**src/rtl/fb_pkg.sv**
```systemverilog
// Shared frame-buffer and 640x480@60 VGA definitions, reused by the memory,
// the game-side writer and the scanout reader.
package fb_pkg;

    localparam int FB_W     = 120;
    localparam int FB_H     = 60;
    localparam int FB_DEPTH = 7200;
    localparam int FB_AW    = 16;

    typedef logic [2:0] pixel_t;

    localparam int H_ACTIVE = 640;
    localparam int H_FP     = 16;
    localparam int H_SYNC   = 96;
    localparam int H_BP     = 48;
    localparam int H_TOTAL  = H_ACTIVE + H_FP + H_SYNC + H_BP;

    localparam int V_ACTIVE = 480;
    localparam int V_FP     = 10;
    localparam int V_SYNC   = 2;
    localparam int V_BP     = 33;
    localparam int V_TOTAL  = V_ACTIVE + V_FP + V_SYNC + V_BP;

    localparam int CNT_W = 10;

    // Per-pixel control bits carried from the counter stage to the pin stage.
    typedef struct packed {
        logic active;
        logic in_pic;
        logic grid;
        logic hsync;
        logic vsync;
    } stage_t;

    localparam stage_t STAGE_RST = '{active: 1'b0, in_pic: 1'b0, grid: 1'b0,
                                     hsync: 1'b1, vsync: 1'b1};

endpackage

```
**src/rtl/vga_timing.sv**
```systemverilog
// 25 MHz pixel enable, h/v raster counters and raw sync/active decode;
// vblank and frame_start are registered from the counters.
module vga_timing
    import fb_pkg::*;
(
    input  logic             clk_i,
    input  logic             rst_ni,
    output logic             pix_en_o,
    output logic [CNT_W-1:0] h_o,
    output logic [CNT_W-1:0] v_o,
    output logic             h_last_o,
    output logic             hsync_o,
    output logic             vsync_o,
    output logic             active_o,
    output logic             vblank_o,
    output logic             frame_start_o
);

    localparam logic [CNT_W-1:0] H_LAST = CNT_W'(H_TOTAL - 1);
    localparam logic [CNT_W-1:0] V_LAST = CNT_W'(V_TOTAL - 1);
    localparam logic [CNT_W-1:0] H_ACT  = CNT_W'(H_ACTIVE);
    localparam logic [CNT_W-1:0] V_ACT  = CNT_W'(V_ACTIVE);
    localparam logic [CNT_W-1:0] HS_B   = CNT_W'(H_ACTIVE + H_FP);
    localparam logic [CNT_W-1:0] HS_E   = CNT_W'(H_ACTIVE + H_FP + H_SYNC);
    localparam logic [CNT_W-1:0] VS_B   = CNT_W'(V_ACTIVE + V_FP);
    localparam logic [CNT_W-1:0] VS_E   = CNT_W'(V_ACTIVE + V_FP + V_SYNC);

    logic             pix_en_q;
    logic [CNT_W-1:0] h_q, v_q;
    logic             vblank_q, frame_start_q;
    logic             h_wrap, v_wrap;

    assign h_wrap = (h_q == H_LAST);
    assign v_wrap = (v_q == V_LAST);

    always_ff @(posedge clk_i or negedge rst_ni) begin
        if (!rst_ni) begin
            pix_en_q      <= 1'b0;
            h_q           <= '0;
            v_q           <= '0;
            vblank_q      <= 1'b0;
            frame_start_q <= 1'b0;
        end else begin
            pix_en_q      <= !pix_en_q;
            vblank_q      <= (v_q >= V_ACT);
            frame_start_q <= pix_en_q && h_wrap && v_wrap;
            if (pix_en_q) begin
                h_q <= h_wrap ? '0 : h_q + 1'b1;
                if (h_wrap)
                    v_q <= v_wrap ? '0 : v_q + 1'b1;
            end
        end
    end

    assign pix_en_o      = pix_en_q;
    assign h_o           = h_q;
    assign v_o           = v_q;
    assign h_last_o      = h_wrap;
    assign hsync_o       = !((h_q >= HS_B) && (h_q < HS_E));
    assign vsync_o       = !((v_q >= VS_B) && (v_q < VS_E));
    assign active_o      = (h_q < H_ACT) && (v_q < V_ACT);
    assign vblank_o      = vblank_q;
    assign frame_start_o = frame_start_q;

endmodule

```
**src/rtl/fb_scanout.sv**
```systemverilog
// Frame buffer scanout: multiplier-free cell address generation and a
// two-tick output pipeline. Optional cell grid overlay: FB_SCANOUT_GRID_EN.
module fb_scanout
    import fb_pkg::*;
#(
    parameter int     SCALE  = 4,
    parameter int     X0     = 80,
    parameter int     Y0     = 120,
    parameter pixel_t BORDER = 3'b001
) (
    input  logic             clk_i,
    input  logic             rst_ni,
    output logic [FB_AW-1:0] raddr_o,
    input  pixel_t           rdata_i,
    output logic             hsync_o,
    output logic             vsync_o,
    output pixel_t           rgb_o,
    output logic             vblank_o,
    output logic             frame_start_o
);

    localparam int SUB_W = (SCALE > 1) ? $clog2(SCALE) : 1;
    localparam int COL_W = $clog2(FB_W);

    localparam logic [CNT_W-1:0] X_B = CNT_W'(X0);
    localparam logic [CNT_W-1:0] X_E = CNT_W'(X0 + FB_W * SCALE);
    localparam logic [CNT_W-1:0] Y_B = CNT_W'(Y0);
    localparam logic [CNT_W-1:0] Y_L = CNT_W'(Y0 + FB_H * SCALE - 1);
    localparam logic [SUB_W-1:0] SUB_LAST = SUB_W'(SCALE - 1);
    localparam logic [COL_W-1:0] COL_LAST = COL_W'(FB_W - 1);

    logic             pix_en, h_last, hs_raw, vs_raw, active;
    logic [CNT_W-1:0] h, v;

    vga_timing u_timing (
        .clk_i        (clk_i),
        .rst_ni       (rst_ni),
        .pix_en_o     (pix_en),
        .h_o          (h),
        .v_o          (v),
        .h_last_o     (h_last),
        .hsync_o      (hs_raw),
        .vsync_o      (vs_raw),
        .active_o     (active),
        .vblank_o     (vblank_o),
        .frame_start_o(frame_start_o)
    );

    logic             in_x, in_y, in_pic, grid;
    logic [SUB_W-1:0] subx_q, suby_q;
    logic [COL_W-1:0] col_q;
    logic [FB_AW-1:0] row_base_q, raddr_q;
    stage_t           st1_q, st1_d;
    pixel_t           rgb_q, rgb_d;
    logic             hsync_q, vsync_q;

    assign in_x   = (h >= X_B) && (h < X_E);
    assign in_y   = (v >= Y_B) && (v <= Y_L);
    assign in_pic = in_x && in_y;

`ifdef FB_SCANOUT_GRID_EN
    assign grid = in_pic && ((subx_q == '0) || (suby_q == '0));
`else
    assign grid = 1'b0;
`endif

    always_comb begin
        st1_d = '{active: active, in_pic: in_pic, grid: grid,
                  hsync: hs_raw, vsync: vs_raw};
        rgb_d = '0;
        if (st1_q.active)
            rgb_d = !st1_q.in_pic ? BORDER : (st1_q.grid ? 3'b111 : rdata_i);
    end

    // subx/col follow the current h, suby/row_base follow the current line;
    // both fall back to 0 outside the picture so each frame starts clean.
    always_ff @(posedge clk_i or negedge rst_ni) begin
        if (!rst_ni) begin
            subx_q     <= '0;
            suby_q     <= '0;
            col_q      <= '0;
            row_base_q <= '0;
            raddr_q    <= '0;
            st1_q      <= STAGE_RST;
            rgb_q      <= '0;
            hsync_q    <= 1'b1;
            vsync_q    <= 1'b1;
        end else if (pix_en) begin
            if (in_x) begin
                subx_q <= (subx_q == SUB_LAST) ? '0 : subx_q + 1'b1;
                if (subx_q == SUB_LAST)
                    col_q <= (col_q == COL_LAST) ? '0 : col_q + 1'b1;
            end else begin
                subx_q <= '0;
                col_q  <= '0;
            end
            if (h_last) begin
                if (in_y) begin
                    suby_q <= (suby_q == SUB_LAST) ? '0 : suby_q + 1'b1;
                    // The final row group never advances, so the base stays inside the buffer.
                    if (suby_q == SUB_LAST && v != Y_L)
                        row_base_q <= row_base_q + FB_AW'(FB_W);
                end else begin
                    suby_q     <= '0;
                    row_base_q <= '0;
                end
            end
            if (in_pic)
                raddr_q <= row_base_q + FB_AW'(col_q);
            st1_q   <= st1_d;
            rgb_q   <= rgb_d;
            hsync_q <= st1_q.hsync;
            vsync_q <= st1_q.vsync;
        end
    end

    assign raddr_o = raddr_q;
    assign rgb_o   = rgb_q;
    assign hsync_o = hsync_q;
    assign vsync_o = vsync_q;

endmodule

```
**config.mk**
```make
export PLATFORM = sky130hd
export DESIGN_NAME = fb_scanout
export DESIGN_NICKNAME = d
export VERILOG_FILES = /design/src/rtl/fb_pkg.sv /design/src/rtl/vga_timing.sv /design/src/rtl/fb_scanout.sv
export SDC_FILE = /design/constraint.sdc
export NUM_CORES = 1
export LEC_CHECK = 0
export ABC_AREA = 1
export CORE_MARGIN = 8
export CORE_UTILIZATION = 54
export DETAILED_ROUTE_END_ITERATION = 12
export GPL_ROUTABILITY_DRIVEN = 0
export PLACE_DENSITY = 0.86
export SYNTH_ARGS = -nofsm -noshare
export SYNTH_HDL_FRONTEND = slang
export SYNTH_SLANG_ARGS = --single-unit
```
**constraint.sdc**
```tcl
create_clock -name clk_i -period 1.35 [get_ports clk_i]
set_input_delay 0.27 -clock clk_i [delete_from_list [all_inputs] [get_ports clk_i]]
set_output_delay 0.27 -clock clk_i [all_outputs]
set_load 0.05 [all_outputs]
```
After elaboration in Yosys (flattened, before gate mapping)
Cells that the tools add are included.
- register bits after elaboration: 75
- bits in latches: 0
- bits in writable memories: 0
- ROM bits: 0
- bits of input ports: 5
- logic and storage cells: 72
- memories: 0
- add/subtract/negate cells: 7
- multipliers: 0
- div/mod/pow operators: 0
- $lt $le $gt $ge: 11
- eq/ne operators: 8
- shifts and indexed selects: 0
- muxes and demuxes: 13
- bitwise gates (word level): 0
- reduce and logical (&&, ||, !) cells: 16
- operators by type and width (cell ; count):
    $mux 16 ; 2
    $lt 10x10->1 const B ; 3
    $mux 7 ; 3
    $add 10x1->10 const B ; 2
    $eq 10x10->1 const B ; 2
    $ge 10x7->1 const B ; 2
    $ge 10x9->1 const B ; 2
    $lt 10x9->1 const B ; 2
    $mux 10 ; 2
    $add 16x7->16 ; 1
    $add 16x7->16 const B ; 1
    $ge 10x10->1 const B ; 1
    $le 10x9->1 const B ; 1
    $ne 10x9->1 const B ; 1
    $logic_and 1x1->1 ; 9
    $mux 2 ; 4
    $add 7x1->7 const B ; 1
    $eq 7x7->1 const B ; 1
    $mux 3 ; 2
    $reduce_and 2->1 ; 3
    $add 2x1->2 const B ; 2
    $eq 2x2->1 const B ; 2
    $ne 2x1->1 const B ; 2
    $logic_not 1->1 ; 3
    $reduce_and 3->1 ; 1

Longest topological paths before layout
- depth in word-level cells: 4
- mapped depth: 12
- depth with buffers taken out: 11

Modules after synthesis
From an unflattened synthesis, not the netlist that was laid out.
- cells, all modules: 583
- area total of the unflattened synthesis: 4374.2 sq um
- by module, submodules not included (module ; instances ; cells an instance ; area an instance (sq um) ; seq. area each (sq um)):
    fb_scanout ; 1 ; 408 ; 2959.1 ; 1231.2
    vga_timing ; 1 ; 175 ; 1415.1 ; 575.6

Worst setup path before layout
No wires, ideal clock.
- path kind: reg2reg
- start: register row_base_q[6]
- end: register raddr_q[9] (netlist: raddr_o[9])
- arrival time: 1.393 ns
- data required time: 1.229 ns
- slack: -0.164 ns
- cell stages (with the launch flop): 6
- period minus slack after synthesis: 1.514 ns
- cells stage by stage: dfrtp_1 -> ha_1 -> a21oi_1 -> o21ai_0 -> xor2_1 -> o21ai_2
- cells in the longest elaborated chain, start to end: 1
- ends and longest elaborated chain (element ; RTL line ; text):
    start: declaration ; fb_scanout.sv:52 ; logic [FB_AW-1:0] row_base_q, raddr_q;
    start signal: assignment ; fb_scanout.sv:102 ; row_base_q <= row_base_q + FB_AW'(FB_W);
    $add 16x7->16 ; fb_scanout.sv:109 ; raddr_q <= row_base_q + FB_AW'(col_q);
    end signal: assignment ; fb_scanout.sv:109 ;
    end: declaration ; fb_scanout.sv:52 ;
Every way passes these cells.
A chain may end at the register's enable or synchronous reset.

Worst setup path in the final report
- start: register u_timing.v_q[9] (netlist: u_timing.v_o[9])
- end: register row_base_q[8]
- cells in the longest elaborated chain, start to end: 4
- elaborated cells on any way between the ends: 8
- classes of those cells: order compare: 2; eq/ne: 2; mux: 1; reduce/logical: 3
- ends and longest elaborated chain (element ; RTL line ; text):
    start: declaration ; vga_timing.sv:29 ; logic [CNT_W-1:0] h_q, v_q;
    start signal: assignment ; vga_timing.sv:50 ; v_q <= v_wrap ? '0 : v_q + 1'b1;
    $ge 10x7->1, or another cell as far along ; fb_scanout.sv:58 ; assign in_y = (v >= Y_B) && (v <= Y_L);
    $logic_and 1x1->1 (on tied branches) ; fb_scanout.sv:58, fb_scanout.sv:101 ;
    $ne 2x1->1 (no source line) ; - ;
    $reduce_and 3->1 (no source line) ; - ;
Parallel ways exist; a longest one is shown, timed or not.

==> flow_summary.yaml <==
detailed_routing:
  vias_per_cell: 6.74
  vias: 5734
  dr.pass1.iters: 13
  detail_route.wl_per_cell_um: 26.6
  detail-route-antenna-nets: 0
  drc: 4
  wl_met2_um: 10100
  maxUsedRoutingLayer: "met5"
  wirelength_um: 22600
  dr_wl_met3_um: 3320
  wl_met1_um: 6510
  drt_iter0_drc: 723
sta:
  setup_ws_ns: -1.00
  post-route-period-util_pct: 174
  tns_ns: -22.31
  worstMarginPinSlew_ns: 0.553
  skew_ns: 0.0175
  fmax_ghz: 0.425
  rsz0062_at_grt: "true"
  setup_viol: 62
  final_max_slew_viol_count: 0
  finalHoldViolCount: 0
  slew_headroom_pct: 63.0
  worst_hold_slack_ns: 0.450
  min_period_ns: 2.35
logic_synthesis:
  ys_warn_count: 0
  avgSynthCellArea_um2: 7.47
  synth_edf_count: 0
  synth_flop_cell: "dfrtp_1"
  ys_types: 43
  synth_fp_nets: 600
  ys_seq_elements: 72
  synth.largest_area_cell: "dfrtp_1"
  async_reset_ff_share_pct: 100
  synth_cells: 582
  synth.area.top_cells: "dfrtp_1, nand2_1, inv_1"
  synth_top_area_share_pct: 39.1
  yosysSeqAreaShare_pct: 41.6
  syn-cell-area_um2: 4350
worst_setup_path:
  timing.rr.start: "u_timing.v_o[9]"
  cp.required_ns: 1.60
  reg2reg_slack_ns: -1.00
  crit_path_end: "row_base_q[8]"
  arrival_ns: 2.60
  end_kind: "flip-flop"
  crit_path_start_kind: "flip-flop"
  r2r_cells: 10
  r2r_end: "row_base_q[8]"
  cp-startpoint: "u_timing.v_o[9]"
  path_max_fanout: 5
  crit_type: "reg2reg"
place:
  placed_cells: 790
  place_hpwl_um: 8710
  place_area_um2: 5730
  io_buffers: 27
clock_tree:
  h-tree-depth: 3
  cts_buffers: 9
  cts.sinks: 72
  root_buffer: "clkbuf_8"
  cts.path.max_buffers: 2
  clk_pin_slew_ns: 0.10
  cts_tree: "yes"
  worstSkewPairLatency_ns: 0.39
run_status:
  failed_checks: "design-rule violations, negative setup slack"
  status: "finished, violations left"
finish:
  final_util_pct: 90.7
  diodes: 0
  drive_above_1_share_pct: 47.4
  seq_area_um2: 1820
  layout.nets: 762
  multi_input_area_um2: 2900
  area_growth_pct: 62.0
  final_cell_area_um2: 7040
  nFillCells: 272
  stdcell_count: 851
worst_hold_path:
  hp-class: "in2async"
pwr:
  leakage_nw: 3.45
  peakVddDrop_uv: 532
  power_density_nw_per_um2: 569
global_routing:
  globalRouteTotalUtil_pct: 30.3
  grt_pass1_vias: 5303
  antenna_found_initial: 1
  overflow: 0
  grt_pass1_wl_um: 26900
  grt_max_degree: 73
die:
  rows: 32
  die_w_um: 106
  io_pins: 28
  dieHeight_um: 106
  start_util_pct: 56.0
  coreArea_um2: 7770
  dieArea_um2: 11200
run:
  drv_cap: 0
==> power breakdown <==
part / switching, mW / internal (mW) / leakage, nW
clock network: 1.01 / 0.778 / 0.0882
logic: 0.0498 / 0.0177 / 2.44
registers: 0 / 2.16 / 0.915
total: 1.06 / 2.95 / 3.45
==> worst min-delay path by stage <==
stage	slack, ns	from	endpoint
floorplan	-0.03	rst_ni	col_q[0]
global placement	0.32	rst_ni	col_q[2]
detailed placement	0.32	rst_ni	col_q[0]
CTS	0.46	rst_ni	col_q[0]
global route	0.49	rst_ni	col_q[0]
finish	0.45	rst_ni	col_q[0]
==> logic make-up after synthesis <==
family          after synthesis  share of synthesized area (%)
compound gates               56                           7.83
xor+xnor                     18                           3.63
fa+ha+maj                    13                           3.74
buf+inv                      86                           8.43
flops                        72                           41.6
other cells                   1                         0.0863
simple gates                336                           34.7
==> layout make-up <==
type                            instances  share of cell area [%]
Sequential cell                        72                    25.8
Tap cell                              102                    1.81
Timing Repair Buffer                  162                    24.3
Clock inverter                          5                   0.569
Multi-Input combinational cell        426                    41.2
Inverter                               72                    4.05
Clock buffer                           11                    2.15
Timing Repair inverter                  1                   0.107
==> what timing repair did <==
item	4_1_cts	5_1_grt
gates cloned	5	1
hold endpoints to repair	68	0
resized for setup	114	96
setup endpoints to repair	57	63
hold buffers	1	0
pin swaps	39	46
buffers inserted	23	19
==> synthesized netlist by cell type (2+ instances only) <==
cell type and number:
nand2_1 181, dfrtp_1 68, inv_1 67, nor2_1 63, nand3_1 44, o21ai_0 28, xor2_1 14, ha_1 13
nand4_1 13, a21oi_1 11, nor3_1 10, o21ai_2 9, buf_2 5, inv_2 5, dfstp_2 4, nand2_2 4
nor2_2 4, xnor2_1 4, buf_4 3, nand2_4 3, buf_6 2, clkbuf_1 2, nand3_4 2, nor4_1 2
o21ai_1 2, or2_2 2
==> sequential cells by signal, summed over array words and instances, names as in the netlist <==
| signal | cells |
|---|---|
| col_q | 7 |
| hsync_o | 1 |
| raddr_o | 16 |
| rgb_o | 3 |
| row_base_q | 13 |
| st1_q | 4 |
| subx_q | 2 |
| suby_q | 2 |
| u_timing.frame_start_o | 1 |
| u_timing.h_o | 10 |
| u_timing.pix_en_o | 1 |
| u_timing.v_o | 10 |
| u_timing.vblank_o | 1 |
| vsync_o | 1 |
==> through the flow <==
| stage | setup WS [ns] | power [mW] |
|---|---|---|
| 4_1_cts | -0.188 | 3.90 |
| 5_1_grt | -1.06 | 4.07 |
| 3_3_place_gp | -0.131 | 2.26 |
| 6_report | -1.00 | 4.01 |
| 3_5_place_dp | -0.204 | 2.26 |
| 2_1_floorplan | -0.109 | 2.20 |
==> layer usage <==
layer  up-vias  track usage [%]
li1       2182                -
met1      2536             31.3
met2       703             52.4
met3       311             6.82
met4         2             23.5
met5         -                0
==> worst max-delay path: stages (launching register included) <==
cell and delay, ns:
dfrtp_1 0.44, inv_2 0.13, nand2_4 0.07, buf_4 0.13
buf_4 0.13, nor2_1 0.21, o21ai_0 0.23, nand3_2 0.21
nor2_1 0.08, nor2_1 0.44, nor2_1 0.15
==> cells in the final DEF, fill, tap and decap left out, types with 4 or more instances in the layout <==
cell type     n
o21ai_1      10
inv_1        55
o21ai_2      19
inv_2        12
ha_1          6
o21ai_0       9
buf_4       105
xor2_1       12
nand3_1      29
nand4_1      13
nand2_1     129
dfrtp_2       7
nand2_4      16
a21oi_1       7
nor3_2        6
xnor2_1       4
nand2_2      40
nor2_2        7
buf_6        21
nor2_4       16
nand3_2      12
clkbuf_8     11
dfstp_2       4
dfrtp_1      61
nor2_1       46
buf_12       28
nand3_4       6
clkinvlp_4    4
inv_4         4
ha_4          4
nand2_8       4
Note: power is estimated with default switching activity, not from simulation.
